$ cat config.mk
export PLATFORM = sky130hd
export DESIGN_NAME = clkdiv_multi
export DESIGN_NICKNAME = d
export VERILOG_FILES = /design/src/rtl/clkdiv_pkg.sv /design/src/rtl/clkdiv_chan.sv /design/src/rtl/clkdiv_multi.sv
export SDC_FILE = /design/constraint.sdc
export NUM_CORES = 1
export LEC_CHECK = 0
export CAP_MARGIN = 10
export CORE_MARGIN = 2
export CORE_UTILIZATION = 60
export DETAILED_ROUTE_END_ITERATION = 10
export PLACE_DENSITY = 0.78
export SLEW_MARGIN = 20
export SYNTH_ARGS = -nofsm -noshare
export SYNTH_HDL_FRONTEND = slang
export SYNTH_HIERARCHICAL = 1
export SYNTH_SLANG_ARGS = --single-unit
$ cat constraint.sdc
create_clock -name clk -period 7.08 [get_ports clk]
set_clock_uncertainty 0.2 [all_clocks]
set_input_delay 1.062 -clock clk [delete_from_list [all_inputs] [get_ports clk]]
set_output_delay 1.062 -clock clk [all_outputs]
set_load 0.005 [all_outputs]
$ cat src/rtl/clkdiv_pkg.sv
// Shared definitions for the multi-channel clock divider.
package clkdiv_pkg;

    localparam int unsigned MIN_HALF = 1;

    // Index width that never collapses to zero bits for a single channel.
    function automatic int unsigned clog2_min1(input int unsigned n);
        return (n <= 1) ? 1 : $clog2(n);
    endfunction

endpackage

$ cat src/rtl/clkdiv_chan.sv
// One divider channel: counter, toggle flop, tick, and shadow/active half-period with pending flag.
module clkdiv_chan
    import clkdiv_pkg::*;
#(
    parameter int unsigned CW       = 24,
    parameter int unsigned DEF_HALF = 1
) (
    input  logic          clk_i,
    input  logic          clr_i,
    input  logic          en_i,
    input  logic          sync_i,
    input  logic          we_i,
    input  logic [CW-1:0] half_i,
    output logic          clk_o,
    output logic          tick_o,
    output logic          pend_o
);

    logic [CW-1:0] cnt_q, cnt_d;
    logic [CW-1:0] act_q, act_d;
    logic [CW-1:0] shd_q, shd_d;
    logic          clk_q, clk_d;
    logic          tick_q, tick_d;
    logic          pend_q, pend_d;
    logic [CW-1:0] he;
    logic          wrap;

    // A zero half-period runs as the minimum so a channel can never stall.
    assign he   = (act_q == '0) ? CW'(MIN_HALF) : act_q;
    assign wrap = (cnt_q == he - CW'(1));

    always_comb begin
        cnt_d  = cnt_q;
        clk_d  = clk_q;
        tick_d = 1'b0;
        act_d  = act_q;
        shd_d  = shd_q;
        pend_d = pend_q;

        if (sync_i) begin
            cnt_d  = '0;
            clk_d  = 1'b0;
            act_d  = shd_q;
            pend_d = 1'b0;
        end else if (en_i) begin
            if (wrap) begin
                cnt_d  = '0;
                clk_d  = ~clk_q;
                tick_d = ~clk_q;
                // Falling toggle closes a full period: the only safe point to swap divisors.
                if (clk_q) begin
                    act_d  = shd_q;
                    pend_d = 1'b0;
                end
            end else begin
                cnt_d = cnt_q + CW'(1);
            end
        end

        // A write always wins the shadow, even on the cycle the old shadow is consumed.
        if (we_i) begin
            shd_d  = half_i;
            pend_d = 1'b1;
        end
    end

    always_ff @(posedge clk_i or posedge clr_i) begin
        if (clr_i) begin
            cnt_q  <= '0;
            clk_q  <= 1'b0;
            tick_q <= 1'b0;
            act_q  <= CW'(DEF_HALF);
            shd_q  <= CW'(DEF_HALF);
            pend_q <= 1'b0;
        end else begin
            cnt_q  <= cnt_d;
            clk_q  <= clk_d;
            tick_q <= tick_d;
            act_q  <= act_d;
            shd_q  <= shd_d;
            pend_q <= pend_d;
        end
    end

    assign clk_o  = clk_q;
    assign tick_o = tick_q;
    assign pend_o = pend_q;

endmodule

$ cat src/rtl/clkdiv_multi.sv
// Multi-channel programmable clock divider with glitch-free divisor updates and global sync.
module clkdiv_multi
    import clkdiv_pkg::*;
#(
    parameter  int unsigned NCH      = 3,
    parameter  int unsigned CW       = 24,
    parameter  int unsigned DEF_HALF = 1,
    localparam int unsigned IW       = clog2_min1(NCH)
) (
    input  logic           clk,
    input  logic           clr,
    input  logic [NCH-1:0] en,
    input  logic           sync,
    input  logic           cfg_we,
    input  logic [IW-1:0]  cfg_ch,
    input  logic [CW-1:0]  cfg_half,
    output logic [NCH-1:0] clk_out,
    output logic [NCH-1:0] tick,
    output logic [NCH-1:0] cfg_pending
);

    logic [31:0]    ch_idx;
    logic           ch_ok;
    logic [NCH-1:0] ch_we;

    assign ch_idx = 32'(cfg_ch);
    // Indices past the last channel are dropped rather than aliased.
    assign ch_ok  = cfg_we && (ch_idx < NCH);

    always_comb begin
        ch_we = '0;
        for (int unsigned i = 0; i < NCH; i++) begin
            ch_we[i] = ch_ok && (ch_idx == i);
        end
    end

    for (genvar i = 0; i < NCH; i++) begin : g_chan
        clkdiv_chan #(
            .CW       (CW),
            .DEF_HALF (DEF_HALF)
        ) u_chan (
            .clk_i  (clk),
            .clr_i  (clr),
            .en_i   (en[i]),
            .sync_i (sync),
            .we_i   (ch_we[i]),
            .half_i (cfg_half),
            .clk_o  (clk_out[i]),
            .tick_o (tick[i]),
            .pend_o (cfg_pending[i])
        );
    end

endmodule

* Yosys cells after proc, flatten, opt, wreduce, memory -nomap -nowiden
Index checks and enable logic that the tools add are counted.
** Operators by class
- Add/sub/neg operators :: 6
- Multipliers :: 0
- Divide/modulo/power cells :: 0
- Magnitude comparators :: 1
- Eq/ne operators :: 5
- Shift-type cells :: 0
- Muxes and demuxes :: 57
- Bitwise operators :: 3
- Reductions and logical operators :: 35
** Operators with widths (count)
- 24-bit two-way mux :: 24
- 24-bit by 1-bit adder with 24-bit output (second input constant) :: 3
- 24-bit equality test :: 3
- 24-bit zero test :: 3
- 24-bit by 1-bit subtractor with 24-bit output (second input constant) :: 3
- 1-bit two-way mux :: 33
- 32-bit zero test :: 1
- 3-bit nonzero test :: 9
- 3-bit AND reduction :: 6
- 2-bit nonzero test :: 9
- 2-bit AND reduction :: 3
- 1-bit logical AND :: 4
- 1-bit NOT :: 3
- 2-bit by 1-bit equality test with 1-bit output (second input constant) :: 1
- 2-bit equality test (second input constant) :: 1
- 2-bit < comparator (second input constant) :: 1
** Storage, ports and cells
- Register bits after elaboration :: 225
- Bits in latches :: 0
- Memory bits (writable) :: 0
- Bits in read-only memories :: 0
- Input port bits :: 33
- Memories kept :: 0

* Longest topological paths before layout
Gate-level depths: netlist of the first run.
- Depth in word-level cells :: 8
- Mapped depth :: 18
- Depth with buffers taken out :: 12

* Modules after synthesis
The synthesis of the first run kept the hierarchy.
** By module, submodules not included
- clkdiv_chan at g_chan[0].u_chan ... :: instances 2, cells an instance 382, area each 4184.0 µm², seq. area each 1879.3 µm²
- clkdiv_chan at g_chan[2].u_chan :: instances 1, cells an instance 366, area each 4007.6 µm², seq. area each 1879.3 µm²
- clkdiv_multi :: instances 1, cells an instance 3, area each 30.0 µm², seq. area each 0.0 µm²

* Worst setup path after synthesis of the first run
OpenSTA, ideal clock, no wires.
- Kind :: reg-to-reg
- From :: register g_chan[2].u_chan.act_q[20]
- To :: register g_chan[2].u_chan.act_q[10]
- Library setup time :: 125 ps
- Arrival time :: 4500 ps
- Required time :: 6755 ps
- Setup slack :: 2255 ps
- Cell stages (with the launch flop) :: 19
- Buffers on the path :: 6
- Period minus slack after synthesis :: 4825 ps
- Cells stage by stage :: dfrtp_1 clkbuf_1 nor3_1 and4b_1 clkbuf_1 a31oi_1 ha_1 or4b_1 or3_1 buf_2 or4_1 xnor2_1 o21ai_1 or4_1 buf_2 o31a_1 buf_6 buf_6 mux2_4
** On the way
- Word-level cells in the longest chain between the ends :: 6
** Ends and longest elaborated chain
- start, declared :: line clkdiv_chan.sv:20 : logic [CW-1:0] act_q, act_d;
- start signal, assigned :: line clkdiv_chan.sv:72 : act_q <= CW'(DEF_HALF);
- start signal, assigned :: line clkdiv_chan.sv:79 : act_q <= act_d;
- 24-bit zero test :: line clkdiv_chan.sv:29 : assign he = (act_q == '0) ? CW'(MIN_HALF) : act_q;
- 24-bit two-way mux * :: line clkdiv_chan.sv:29
- 24-bit by 1-bit subtractor with 24-bit output * :: line clkdiv_chan.sv:30 : assign wrap = (cnt_q == he - CW'(1));
- 24-bit equality test * :: line clkdiv_chan.sv:30
- 2-bit nonzero test (no source line) *
- 3-bit AND reduction (no source line) *
Every way passes the cells marked *; elsewhere a longest branch is shown, timed or not.
A chain may end at the register's enable or synchronous reset.

* Final worst setup path of the first run
- From :: register g_chan[1].u_chan.act_q[15]
- To :: register g_chan[1].u_chan.act_q[22]
** On the way
- Word-level cells in the longest chain between the ends :: 6
** Ends and longest elaborated chain (line)
- start, declared :: clkdiv_chan.sv:20
- start signal, assigned :: clkdiv_chan.sv:72
- start signal, assigned :: clkdiv_chan.sv:79
- 24-bit zero test :: clkdiv_chan.sv:29
- 24-bit two-way mux * :: clkdiv_chan.sv:29
- 24-bit by 1-bit subtractor with 24-bit output * :: clkdiv_chan.sv:30
- 24-bit equality test * :: clkdiv_chan.sv:30
- 2-bit nonzero test (no source line) *
- 3-bit AND reduction (no source line) *
Marked as above.

==> results of run 1 <==
logic make-up (layout without fill, tap and decap cells):
family / count (synthesis) / after routing / share of synthesized area
flops: 225 / 225 / 0.454
mux: 152 / 152 / 0.155
buf+inv: 69 / 115 / 0.0272
compound gates: 120 / 120 / 0.0764
xor+xnor: 139 / 139 / 0.0981
fa+ha+maj: 6 / 6 / 0.00605
simple gates: 422 / 422 / 0.183
through the flow:
stage	hold WS [ns]	utilization	power, µW
after detailed placement	0.270	0.642	2450
after global routing	0.313	0.685	4000
final	0.285	0.685	3810
after CTS	0.284	0.685	3840
after floorplan	0.274	-	2250
after global placement	0.258	0.642	2420
final cells by class:
class | count | area (µm²) | area share
clock inverters | 13 | 209 | 0.0151
multi-input cells | 839 | 6440 | 0.465
inverters | 19 | 71.3 | 0.00515
flip-flops and latches | 225 | 5640 | 0.407
clock buffers | 31 | 668 | 0.0482
repair buffers | 52 | 493 | 0.0356
well taps | 270 | 338 | 0.0244
layout by cell type (no fill, tap or decap), types with 7 or more instances in the layout:
master,netlist,layout
nor2_1,135,135
clkdlybuf4s50_1,0,41
buf_4,0,11
and2_1,13,13
nor2b_1,7,7
nand2b_1,9,9
mux2_2,89,89
and3_1,17,17
nand2_1,64,64
xnor2_1,66,66
nor4_1,20,20
inv_1,19,16
nor3_1,19,19
or3_1,10,10
a21oi_1,14,14
xor2_1,73,73
clkbuf_16,0,25
nand4_1,21,21
a221oi_1,8,8
or2_2,9,9
nand3_1,33,33
nand3b_1,7,7
or4_1,15,15
o21a_1,9,9
dfrtp_1,219,219
mux2_4,57,57
Yosys cell counts, types with 9 or more instances:
cell      number
buf_6          9
nand4_1       21
clkbuf_1      32
dfrtp_1      219
or2_2          9
o21a_1         9
mux2_4        57
nor3_1        19
nand3_1       33
mux2_2        89
inv_1         19
nand2b_1       9
nand2_1       64
or4_1         15
and3_1        17
xor2_1        73
xnor2_1       66
nor4_1        20
or3_1         10
nor2_1       135
a21oi_1       14
and2_1        13
power by group:
part,internal (µW),switching [µW],total (µW)
Combinational,407,332,739
Sequential,1470,226,1700
Clock,853,522,1380
Total,2730,1080,3810
state kept, by name (all words and copies together) (netlist names):
signal and flops:
g_chan.u_chan/act_q 72, g_chan.u_chan/cnt_q 72, g_chan.u_chan/shd_q 72, g_chan.u_chan/clk_o 3
g_chan.u_chan/pend_o 3, g_chan.u_chan/tick_o 3
per-layer routing:
layer  vias to the layer above  share of wire  GRT usage
met2                       150           0.47      0.420
met5                         -              0          0
met1                      4388           0.47      0.377
met3                        41          0.034     0.0318
li1                       4121              -          -
met4                         0          0.025     0.0692
worst max-delay path by stage:
| stage | startpoint | end | slack, ns | depth (start not counted) |
|---|---|---|---|---|
| 6_report | g_chan[1].u_chan/act_q[15] | g_chan[1].u_chan/act_q[22] | 1.65 | 12 |
| 5_1_grt | g_chan[1].u_chan/act_q[15] | g_chan[1].u_chan/act_q[19] | 1.25 | 12 |
| 4_1_cts | g_chan[1].u_chan/act_q[15] | g_chan[1].u_chan/act_q[22] | 1.68 | 12 |
| 3_5_place_dp | g_chan[1].u_chan/act_q[15] | g_chan[1].u_chan/act_q[18] | 1.74 | 12 |
| 3_3_place_gp | g_chan[1].u_chan/act_q[15] | g_chan[1].u_chan/act_q[18] | 1.91 | 12 |
| 2_1_floorplan | g_chan[2].u_chan/act_q[20] | g_chan[2].u_chan/act_q[10] | 2.25 | 18 |
==> flow_summary.yaml, run 1 <==
die:
  die_y_um: 148
  io_pins: 42
  dieArea_mm2: 0.0218
  row_count: 52
  initial_core_util: 0.613
  fp.dieW_um: 148
  design.core.area_mm2: 0.0202
logic_synthesis:
  yosysSeqAreaShare: 0.454
  synth-edff-count: 0
  ys_async_sr_fraction: 1.00
  synth_largest_area_cell: "dfrtp_1"
  yosys-top-cells-area: "dfrtp_1, mux2_2, mux2_4"
  syn_area_mm2: 0.0124
  synth.distinct_cells: 75
  ys.flop_type: "dfrtp_1"
  syn_area_per_cell_um2: 10.9
  yosysWarnings: 6
  synth-seq-cells: 225
  synth_nets: 1172
  synth_cells: 1133
  synth_top_area_share: 0.442
sta:
  setup_viol: 0
  setup_tns_ns: 0
  tightestPinTransition_ns: 1.09
  fin_crit_sh: 0.767
  report.final.slew_viol_count: 0
  finalHoldViolations: 0
  rsz0062_at_grt: "no"
  fmax_mhz: 184
  setup_ws_ns: 1.65
  slew_headroom: 0.272
  finalCriticalPeriod_ns: 5.43
hold_path:
  hold_depth: 1
  min-delay-start: "g_chan[2].u_chan/pend_o"
  min_to: "g_chan[2].u_chan/pend_o"
  hp-class: "flip-flop to flip-flop"
final_layout:
  nNetsFinal: 1201
  n_fill_cell: 1530
  insertedDiodeCount: 0
  finalNonFillerCells: 1449
  area_delta_synth_final_pct: 11.7
  drive_above_1_share: 0.201
  stdcell_area_mm2: 0.0139
detailed_routing:
  postRouteWirelength_um: 27400
  drt_iter0_markers: 507
  ant_nets: 0
  vias: 8700
  routed_via_density: 6.00
  post-route-drc-count: 0
  first_pass_iters: 5
  wl_per_cell_um: 18.9
place:
  hpwl_um: 19600
  place_inst: 1405
  portBuffers: 41
  preCtsSetupSlack_ns: 1.74
  place_area_mm2: 0.0130
  place_congestion: 0.928
clock_network:
  cts_setup_buffers: 0
  ctsResizeCount: 0
  cts.sinks: 225
  postCtsHoldBufs: 0
  clockRootBuffer: "clkbuf_16"
  clockBufferDepth: 3
  cts_tree: "built"
  cts_max_level: 1
  clk_latency_ns: 0.53
  numCtsBuffers: 25
  clk_pin_slew_worst_paths_ns: 0.06
worst_setup_path:
  r2r-end: "g_chan[1].u_chan/act_q[22]"
  crit_required_ns: 7.30
  crit_chain: "or4_1 -> nor4b_4 -> a31oi_1 -> ha_1 -> or4b_2 -> nor4_1 -> a221oi_1 -> a311oi_1 -> a2111oi_2 -> and4_1 -> a31oi_4 -> mux2_2"
  r2r_slack_ns: 1.65
  reg2regPathDepth: 12
  arrival_ns: 5.65
  slowest_delay_ns: 0.90
  crit_slowest_cell: "a31oi_4"
  cp-start-kind: "flip-flop"
  worstPathMaxFanout: 25
  endpoint_kind: "flip-flop"
  cp_top_family: "compound AO/OA/AOI/OAI gates"
  r2r_start: "g_chan[1].u_chan/act_q[15]"
  path_class: "flip-flop to flip-flop"
  worst-path-buf-inv: 0
grt:
  grt_max_degree: 76
  grt_pass1_vias: 8623
  grt_pass1_wl_um: 45800
  antenna_found_initial: 0
  overflow: 0
  track_usage: 0.260
power_and_ir_drop:
  powerDensity_mw_per_mm2: 275
  ir_drop_uv: 284
  p_leak_uw: 0.00573
flow_run:
  cap_violations: 0
run_status:
  status: "completed"
(Power assumes the default switching activity.)
==> inputs of run 2 (changes only) <==
Clock period 7.08 ns to 5.3 ns, I/O delays scaled along.
==> flow_summary.yaml, run 2 (same netlist as run 1, synthesis figures left out) <==
run_status:
  status: "completed"
worst_setup_path:
  cp.depth: 13
  r2r-end: "g_chan[2].u_chan/act_q[17]"
  worst-path-buf-inv: 1
  worstPathMaxFanout: 25
  reg2regPathDepth: 13
  cp_top_family: "simple AND/OR/NAND/NOR gates"
  crit_chain: "nor4_1 -> and4b_1 -> a31oi_1 -> ha_1 -> or4b_1 -> or3_1 -> or4_1 -> xnor2_1 -> o21ai_1 -> or4_1 -> o31a_1 -> buf_4 -> mux2_4"
  endpoint_kind: "flip-flop"
  crit_slowest_cell: "or4_1"
  r2r_slack_ns: 0.23
  arrival_ns: 5.27
  slowest_delay_ns: 0.54
  crit_top_cell: "or4_1"
  endpoint: "g_chan[2].u_chan/act_q[17]"
  r2r_start: "g_chan[2].u_chan/act_q[15]"
  cp-start-kind: "flip-flop"
  path_class: "flip-flop to flip-flop"
  worstSetupStartpoint: "g_chan[2].u_chan/act_q[15]"
  crit_required_ns: 5.50
detailed_routing:
  postRouteWirelength_um: 27300
  wl_per_cell_um: 18.8
  vias: 8616
  routed_via_density: 5.93
  ant_nets: 0
  drt_iter0_markers: 629
  first_pass_iters: 5
  post-route-drc-count: 0
final_layout:
  post-route-util: 0.690
  drive_above_1_share: 0.209
  register_area_mm2: 0.00564
  n_fill_cell: 1463
  multi_input_area_mm2: 0.00644
  final_common_cell: "dfrtp_1"
  area_delta_synth_final_pct: 12.5
  nNetsFinal: 1205
  top_regs: "g_chan.u_chan/act_q: 72 flops, g_chan.u_chan/cnt_q: 72 flops, g_chan.u_chan/shd_q: 72 flops"
  final_cell_mix: "dfrtp_1, nor2_1, mux2_2"
  insertedDiodeCount: 0
grt:
  overflow: 0
  grt_pass1_wl_um: 45800
  grt_pass1_vias: 8689
  antenna_found_initial: 0
  grt_max_degree: 48
  track_usage: 0.260
power_and_ir_drop:
  switching_share: 0.284
  p_leak_uw: 0.00577
  ir_drop_uv: 263
  power_frac_seq: 0.439
  p_int_uw: 3690
  powerDensity_mw_per_mm2: 369
  combPwrFrac: 0.195
  clockPowerShare: 0.367
  p_switching_uw: 1460
sta:
  report.final.slew_viol_count: 0
  hold_ws_ns: 0.275
  fin_crit_sh: 0.957
  fmax_mhz: 197
  finalHoldViolations: 0
  setup_tns_ns: 0
  setup_viol: 0
  rsz0062_at_grt: "no"
  slew_headroom: 0.363
  finalCriticalPeriod_ns: 5.07
  tightestPinTransition_ns: 0.955
clock_network:
  cts_setup_buffers: 0
  clk_latency_ns: 0.52
  cts_max_level: 1
  clk_pin_slew_worst_paths_ns: 0.06
  clockRootBuffer: "clkbuf_16"
  clockBufferDepth: 3
  cts.sinks: 225
  cts_tree: "built"
  numCtsBuffers: 25
  ctsResizeCount: 0
  postCtsHoldBufs: 0
die:
  initial_core_util: 0.613
  io_pins: 42
  design.core.area_mm2: 0.0202
  dieArea_mm2: 0.0218
  row_count: 52
  fp.dieW_um: 148
  die_y_um: 148
hold_path:
  hp-class: "flip-flop to flip-flop"
  hold_depth: 1
place:
  place_congestion: 0.988
  portBuffers: 41
  hpwl_um: 19500
flow_run:
  cap_violations: 0
run 2: changes by cell type in the layout (fill, tap and decap cells not counted), moves of 2 or more:
cell,delta
clkinvlp_4,+2
clkbuf_8,+2
clkinv_2,+2
buf_4,+2
buf_12,+2
inv_6,-2
clkbuf_1,-4
run 2: worst min path at each step:
| stage | endpoint | start | slack [ns] |
|---|---|---|---|
| finish | g_chan[0].u_chan/pend_o | g_chan[0].u_chan/pend_o | 0.28 |
| global route | g_chan[2].u_chan/pend_o | g_chan[2].u_chan/pend_o | 0.31 |
| detailed placement | g_chan[0].u_chan/pend_o | g_chan[0].u_chan/pend_o | 0.26 |
| global placement | g_chan[0].u_chan/pend_o | g_chan[0].u_chan/pend_o | 0.26 |
| floorplan | g_chan[0].u_chan/pend_o | g_chan[0].u_chan/pend_o | 0.27 |
| CTS | g_chan[0].u_chan/pend_o | g_chan[0].u_chan/pend_o | 0.28 |
run 2: per-stage QoR:
step | instance area (µm²) | std cells | power, µW | worst slack, ns
after floorplan | 12400 | 1133 | 3010 | 0.475
after global placement | 13000 | 1409 | 3230 | 0.369
after detailed placement | 13000 | 1409 | 3270 | 0.271
after CTS | 13900 | 1454 | 5180 | 0.255
after global routing | 14000 | 1454 | 5390 | 0.000667
final | 14000 | 1454 | 5150 | 0.228
run 2: layout make-up:
| type | instances | share of cell area |
|---|---|---|
| clock buffer | 29 | 0.0488 |
| multi-input combinational | 839 | 0.462 |
| sequential | 225 | 0.404 |
| timing repair buffer | 56 | 0.0393 |
| inverter | 19 | 0.00520 |
| clock inverter | 16 | 0.0166 |
| tap | 270 | 0.0242 |
run 2: power groups by stage:
stage | Sequential, µW | Clock [µW] | Combinational (µW)
floorplan | 2160 | 0 | 843
global placement | 2270 | 0 | 965
detailed placement | 2280 | 0 | 990
CTS | 2250 | 1920 | 1000
global route | 2300 | 2000 | 1100
finish | 2260 | 1890 | 1000
run 2: worst reg2reg max path, stage by stage, from the launching register on:
cell and delay [ns]:
dfrtp_1 0.47, nor4_1 0.16, and4b_1 0.28, a31oi_1 0.30
ha_1 0.33, or4b_1 0.50, or3_1 0.51, or4_1 0.47
xnor2_1 0.17, o21ai_1 0.09, or4_1 0.54, o31a_1 0.34
buf_4 0.27, mux2_4 0.35
run 2: metal layers:
layer,part of all wire,global-route usage,up-vias
li1,-,-,4132
met1,0.48,0.388,4281
met2,0.46,0.409,159
met3,0.031,0.0265,44
met4,0.029,0.0721,0
met5,0,0,-
